## config.mk

```make
export PLATFORM = sky130hd
export DESIGN_NAME = idx_seq_counter
export DESIGN_NICKNAME = d
export VERILOG_FILES = /design/src/rtl/idx_seq_pkg.sv /design/src/rtl/idx_seq_counter_inc_prefix.sv /design/src/rtl/idx_seq_counter.sv
export SDC_FILE = /design/constraint.sdc
export NUM_CORES = 1
export LEC_CHECK = 0
export BUFFER_PORTS_ARGS = -buffer_cell sky130_fd_sc_hd__buf_2
export CELL_PAD_IN_SITES_DETAIL_PLACEMENT = 0
export CELL_PAD_IN_SITES_GLOBAL_PLACEMENT = 1
export CORE_MARGIN = 2
export CORE_UTILIZATION = 40
export CTS_CLUSTER_SIZE = 30
export DETAILED_ROUTE_END_ITERATION = 8
export HOLD_SLACK_MARGIN = 0.06
export PLACE_DENSITY = 0.82
export REMOVE_ABC_BUFFERS = 1
export SETUP_SLACK_MARGIN = 0.02
export SYNTH_ARGS = -nofsm -noshare
export SYNTH_HDL_FRONTEND = slang
export SYNTH_HIERARCHICAL = 1
export SYNTH_SLANG_ARGS = --single-unit
```

## constraint.sdc

```tcl
create_clock -name clk -period 2.1 [get_ports clk]
set_clock_uncertainty 0.05 [all_clocks]
set_input_delay 0.105 -clock clk [delete_from_list [all_inputs] [get_ports clk]]
set_output_delay 0.105 -clock clk [all_outputs]
set_load 0.03 [all_outputs]
```

## src/rtl/idx_seq_pkg.sv

```systemverilog
// rtl/idx_seq_pkg.sv - shared state encoding and default sizing for the index sequencer
package idx_seq_pkg;

    typedef enum logic [1:0] {
        IDLE = 2'd0,
        RUN  = 2'd1,
        DONE = 2'd2
    } state_t;

    localparam int DEF_W       = 10;
    localparam int DEF_MODULUS = 701;
    localparam int DEF_PASS_W  = 4;
    localparam int MAX_IDX     = DEF_MODULUS - 1;

endpackage

```

## src/rtl/idx_seq_counter_inc_prefix.sv

```systemverilog
// rtl/idx_seq_counter_inc_prefix.sv - W-bit Sklansky AND-prefix incrementer
module inc_prefix #(
    parameter int W = 10
) (
    input  logic [W-1:0] a,
    output logic [W-1:0] out,
    output logic         cout
);

    // A W=1 instance still needs one pass-through level so the chain below is never empty.
    localparam int LEVELS = (W > 1) ? $clog2(W) : 1;

    logic [W-1:0] w_all_ones;

    // Each level doubles the span of the running AND; bit i ends up holding &a[i:0].
    for (genvar l = 0; l < LEVELS; l++) begin : g_lvl
        logic [W-1:0] w_prev;
        logic [W-1:0] w_nxt;

        if (l == 0) begin : g_first
            assign w_prev = a;
        end else begin : g_chain
            assign w_prev = g_lvl[l-1].w_nxt;
        end

        for (genvar i = 0; i < W; i++) begin : g_bit
            if (((i >> l) & 1) == 1) begin : g_comb
                assign w_nxt[i] = w_prev[i] & w_prev[((i >> l) << l) - 1];
            end else begin : g_pass
                assign w_nxt[i] = w_prev[i];
            end
        end
    end

    assign w_all_ones = g_lvl[LEVELS-1].w_nxt;

    // Bit i toggles exactly when every lower bit is one.
    assign out[0] = ~a[0];
    for (genvar i = 1; i < W; i++) begin : g_sum
        assign out[i] = a[i] ^ w_all_ones[i-1];
    end

    assign cout = w_all_ones[W-1];

endmodule

```

## src/rtl/idx_seq_counter.sv

```systemverilog
// rtl/idx_seq_counter.sv - handshaked multi-pass modular coefficient-index sequencer
module idx_seq_counter
    import idx_seq_pkg::*;
#(
    parameter int W       = DEF_W,
    parameter int MODULUS = DEF_MODULUS,
    parameter int PASS_W  = DEF_PASS_W
) (
    input  logic              clk,
    input  logic              rst_n,
    input  logic              start_i,
    input  logic [W-1:0]      base_i,
    input  logic [PASS_W-1:0] passes_i,
    input  logic              abort_i,
    input  logic              ready_i,
    output logic              valid_o,
    output logic [W-1:0]      idx_o,
    output logic [PASS_W-1:0] pass_o,
    output logic              last_o,
    output logic              final_o,
    output logic              busy_o,
    output logic              done_o,
    output logic              err_o
);

    // MODULUS may equal 2**W, so the range check is done one bit wider.
    localparam logic [W:0]   MOD_EXT  = (W+1)'(MODULUS);
    localparam logic [W-1:0] LAST_IDX = W'(MODULUS - 1);

    state_t            r_state;
    logic [W-1:0]      r_idx;
    logic [W-1:0]      r_elem;
    logic [W-1:0]      r_base;
    logic [PASS_W-1:0] r_pass;
    logic [PASS_W-1:0] r_passes;
    logic              r_valid;
    logic              r_busy;
    logic              r_done;
    logic              r_err;

    logic [W-1:0]      w_idx_inc;
    logic [W-1:0]      w_elem_inc;
    logic              w_unused_idx_cout;
    logic              w_unused_elem_cout;
    logic              w_last;
    logic              w_final;

    inc_prefix #(.W(W)) u_idx_inc (
        .a    (r_idx),
        .out  (w_idx_inc),
        .cout (w_unused_idx_cout)
    );

    inc_prefix #(.W(W)) u_elem_inc (
        .a    (r_elem),
        .out  (w_elem_inc),
        .cout (w_unused_elem_cout)
    );

    // The pass boundary is tracked by the element count, not the index, because the index starts at base.
    assign w_last  = (r_elem == LAST_IDX);
    assign w_final = w_last && (r_pass == (r_passes - PASS_W'(1)));

    // Sequencer FSM: start validation, beat advance with modular wrap, pass rollover, abort.
    always_ff @(posedge clk or negedge rst_n) begin
        if (!rst_n) begin
            r_state  <= IDLE;
            r_idx    <= '0;
            r_elem   <= '0;
            r_base   <= '0;
            r_pass   <= '0;
            r_passes <= '0;
            r_valid  <= 1'b0;
            r_busy   <= 1'b0;
            r_done   <= 1'b0;
            r_err    <= 1'b0;
        end else begin
            r_done <= 1'b0;
            r_err  <= 1'b0;
            case (r_state)
                IDLE: begin
                    if (start_i && !abort_i) begin
                        if ({1'b0, base_i} >= MOD_EXT) begin
                            r_err <= 1'b1;
                        end else if (passes_i == '0) begin
                            r_state <= DONE;
                            r_busy  <= 1'b1;
                            r_done  <= 1'b1;
                        end else begin
                            r_base   <= base_i;
                            r_passes <= passes_i;
                            r_idx    <= base_i;
                            r_elem   <= '0;
                            r_pass   <= '0;
                            r_state  <= RUN;
                            r_valid  <= 1'b1;
                            r_busy   <= 1'b1;
                        end
                    end
                end
                RUN: begin
                    if (abort_i) begin
                        r_state <= IDLE;
                        r_valid <= 1'b0;
                        r_busy  <= 1'b0;
                    end else if (ready_i) begin
                        if (w_final) begin
                            r_state <= DONE;
                            r_valid <= 1'b0;
                            r_done  <= 1'b1;
                        end
                        if (w_last) begin
                            r_elem <= '0;
                            r_idx  <= r_base;
                            r_pass <= r_pass + PASS_W'(1);
                        end else begin
                            r_elem <= w_elem_inc;
                            r_idx  <= (r_idx == LAST_IDX) ? '0 : w_idx_inc;
                        end
                    end
                end
                DONE: begin
                    r_state <= IDLE;
                    r_busy  <= 1'b0;
                end
                default: begin
                    r_state <= IDLE;
                    r_valid <= 1'b0;
                    r_busy  <= 1'b0;
                end
            endcase
        end
    end

    assign valid_o = r_valid;
    assign idx_o   = r_idx;
    assign pass_o  = r_pass;
    assign last_o  = r_valid & w_last;
    assign final_o = r_valid & w_final;
    assign busy_o  = r_busy;
    assign done_o  = r_done;
    assign err_o   = r_err;

endmodule

```

==> reports/metrics.yaml <==
run_status:
  status: "completed"
run:
  maxCapViolCount: 0
floorplan:
  start_util_pct: 41.9
  die_h_um: 86.3
  row_count: 29
  die_x_um: 86.3
  core-area_mm2: 0.00646
  pin_count: 39
  dieArea_mm2: 0.00744
timing:
  rsz0062_at_grt: "true"
  slew_headroom_pct: 62.1
  finalSetupViolations: 0
  finalCritPeriodShare_pct: 100
  period_needed_ns: 2.10
  hold_viol_final: 0
  worstMarginPinSlew_ns: 0.569
  slew_violations: 0
  setup_tns_ns: 0
  fin_ws_ns: 0.000553
  fmax_mhz: 476
clocking:
  clk_pin_slew_ns: 0.08
  cts_tree: "built"
  cts.sinks: 44
  clk_path_buf_depth: 2
  cts_buffers: 5
  insertion_delay_ns: 0.30
  cts_root_buf: "clkbuf_8"
  clock_tree.htree_level_count: 2
min_path:
  min_to: "busy_o$_DFFE_PN0P_"
  hold_path_depth: 3
  hold_path_class: "primary input to flip-flop"
  min_from: "abort_i"
critical_path:
  rr_endpoint: "r_elem[4]$_DFFE_PN0P_"
  startpoint_type: "flip-flop"
  cp.required_ns: 2.23
  crit_start: "r_state[1]$_DFFE_PN0P_"
  crit_chain: "or4b_4 > or2_4 > buf_6 > o21ai_4 > buf_12 > mux2_2"
  slowest_delay_ns: 0.52
  path_class: "flip-flop to flip-flop"
  cp.buffers_inverters: 2
  r2r_slack_ns: 0.0006
  cp-end-kind: "flip-flop"
  cpLargestDelayFamily: "simple AND/OR/NAND/NOR gates"
  critPathSlowestCell: "or4b_4"
  rr_startpoint: "r_state[1]$_DFFE_PN0P_"
  worstPathArrival_ns: 2.23
  path_max_fanout: 10
  r2r_cells: 6
finish:
  final_util_pct: 53.6
  postLayoutCellArea_mm2: 0.00346
  nets: 361
  n_antenna_cell: 0
  fin_cells: 410
  drive_gt1_share_pct: 35.7
  syn2layout_area_growth_pct: 27.9
  nFillCells: 576
grt:
  grt_pass1_wl_um: 11000
  grt_max_degree: 45
  grt_overflow: 0
  grt_pass1_vias: 2315
  grt_antenna_before_repair: 0
  grt_usage_pct: 18.9
power_and_ir_drop:
  power_density_mw_per_mm2: 821
  comb_power_share_pct: 38.5
  leakagePower_nw: 1.67
  switching_share_pct: 37.2
  irDropWorstVdd_mv: 0.320
  clkPwrFrac_pct: 19.4
  p_int_mw: 1.78
  p_switching_mw: 1.06
  seq_power_share_pct: 42.1
placed_design:
  place_area_mm2: 0.00311
  hpwl_um: 4490
  place_ws_ns: -0.0521
  port-buffer-count: 38
  dpl.cell_count: 380
  place_congestion: 0.800
detailed_routing:
  dr.pass1.iters: 4
  num_vias: 2275
  viasPerCell: 5.55
  ant_nets: 0
  wire_per_inst_um: 16.3
  dr.first_iter.drc_count: 118
  drc_errors: 0
  drt-total-wl_um: 6660
logic_synthesis:
  yosysWarnings: 6
  synthCells: 257
  netlist_area_mm2: 0.00271
  postSynthAreaPerCell_um2: 10.5
per-stage QoR:
stage	power (mW)	hold slack, ns
floorplan	1.87	-0.241
finish	2.84	0.0821
global route	3.04	0.0714
global placement	2.21	0.183
CTS	2.84	0.0708
detailed placement	2.24	0.185
state kept, by name (all words and copies together), names as in the netlist:
signal	flops
r_elem	10
busy_o	1
idx_o	10
pass_o	4
r_passes	4
done_o	1
r_state	2
err_o	1
valid_o	1
r_base	10
layer usage:
metal  global-route usage [%]  part of all wire (%)  vias up  routed length (um)
li1                         -                     -     1103                   -
met1                     24.4                    44     1110                2940
met2                     32.3                    50       56                3320
met3                     2.86                   5.2        6                 344
met4                     6.53                  0.93        0                  62
met5                        0                     0        -                   0
worst max path at each step:
| stage | endpoint | cells past startpoint |
|---|---|---|
| after CTS | r_elem[1]$_DFFE_PN0P_ | 6 |
| after floorplan | final_o | 3 |
| final | r_elem[4]$_DFFE_PN0P_ | 6 |
| after detailed placement | r_base[1]$_DFFE_PN0P_ | 5 |
| after global placement | r_passes[0]$_DFFE_PN0P_ | 5 |
| after global routing | r_elem[4]$_DFFE_PN0P_ | 6 |
worst min-delay path: stages:
cell      delay, ns
buf_2          0.12
nand2b_1       0.11
a21oi_1        0.06
timing repair:
action	CTS	global route
gates resized for setup	7	8
hold buffers	13	0
buffers inserted	4	4
cloned	0	1
pin swaps	1	2
endpoints found under the setup margin	24	32
endpoints found under the hold margin	57	0
power by group through the flow:
stage | Sequential (mW) | Combinational (mW) | Clock [mW]
after floorplan | 1.39 | 0.477 | 0
after global placement | 1.21 | 1.00 | 0
after detailed placement | 1.22 | 1.02 | 0
after CTS | 1.20 | 1.06 | 0.572
after global routing | 1.24 | 1.20 | 0.602
final | 1.20 | 1.09 | 0.551
final cells by class:
class	count	area, um2	area share (%)
sequential	44	1100	31.8
clock buffer	8	90.1	2.60
timing repair buffer	85	621	17.9
multi-input combinational	176	1480	42.7
tap	77	96.3	2.78
inverter	20	75.1	2.17
cell usage in the layout (no fill, tap or decap), drive strengths merged, types with 2 or more instances in the layout:
cell type and n:
a211oi 2, a21o 2, a21oi 2, a31oi 10, and2 2, and3 12, and4 2, buf 72
clkbuf 8, dfrtp 44, dlygate4sd3 13, ha 10, inv 20, mux2 23, mux2i 3, nand2 4
nand2b 2, nand3 7, nand4 2, nand4bb 2, nor2 13, nor2b 2, nor3 2, nor4 2
nor4bb 2, o211ai 15, o21ai 5, o31ai 10, o41ai 10, or3 2, xnor2 6, xor2 10
Power figures use the tool's default switching activity.
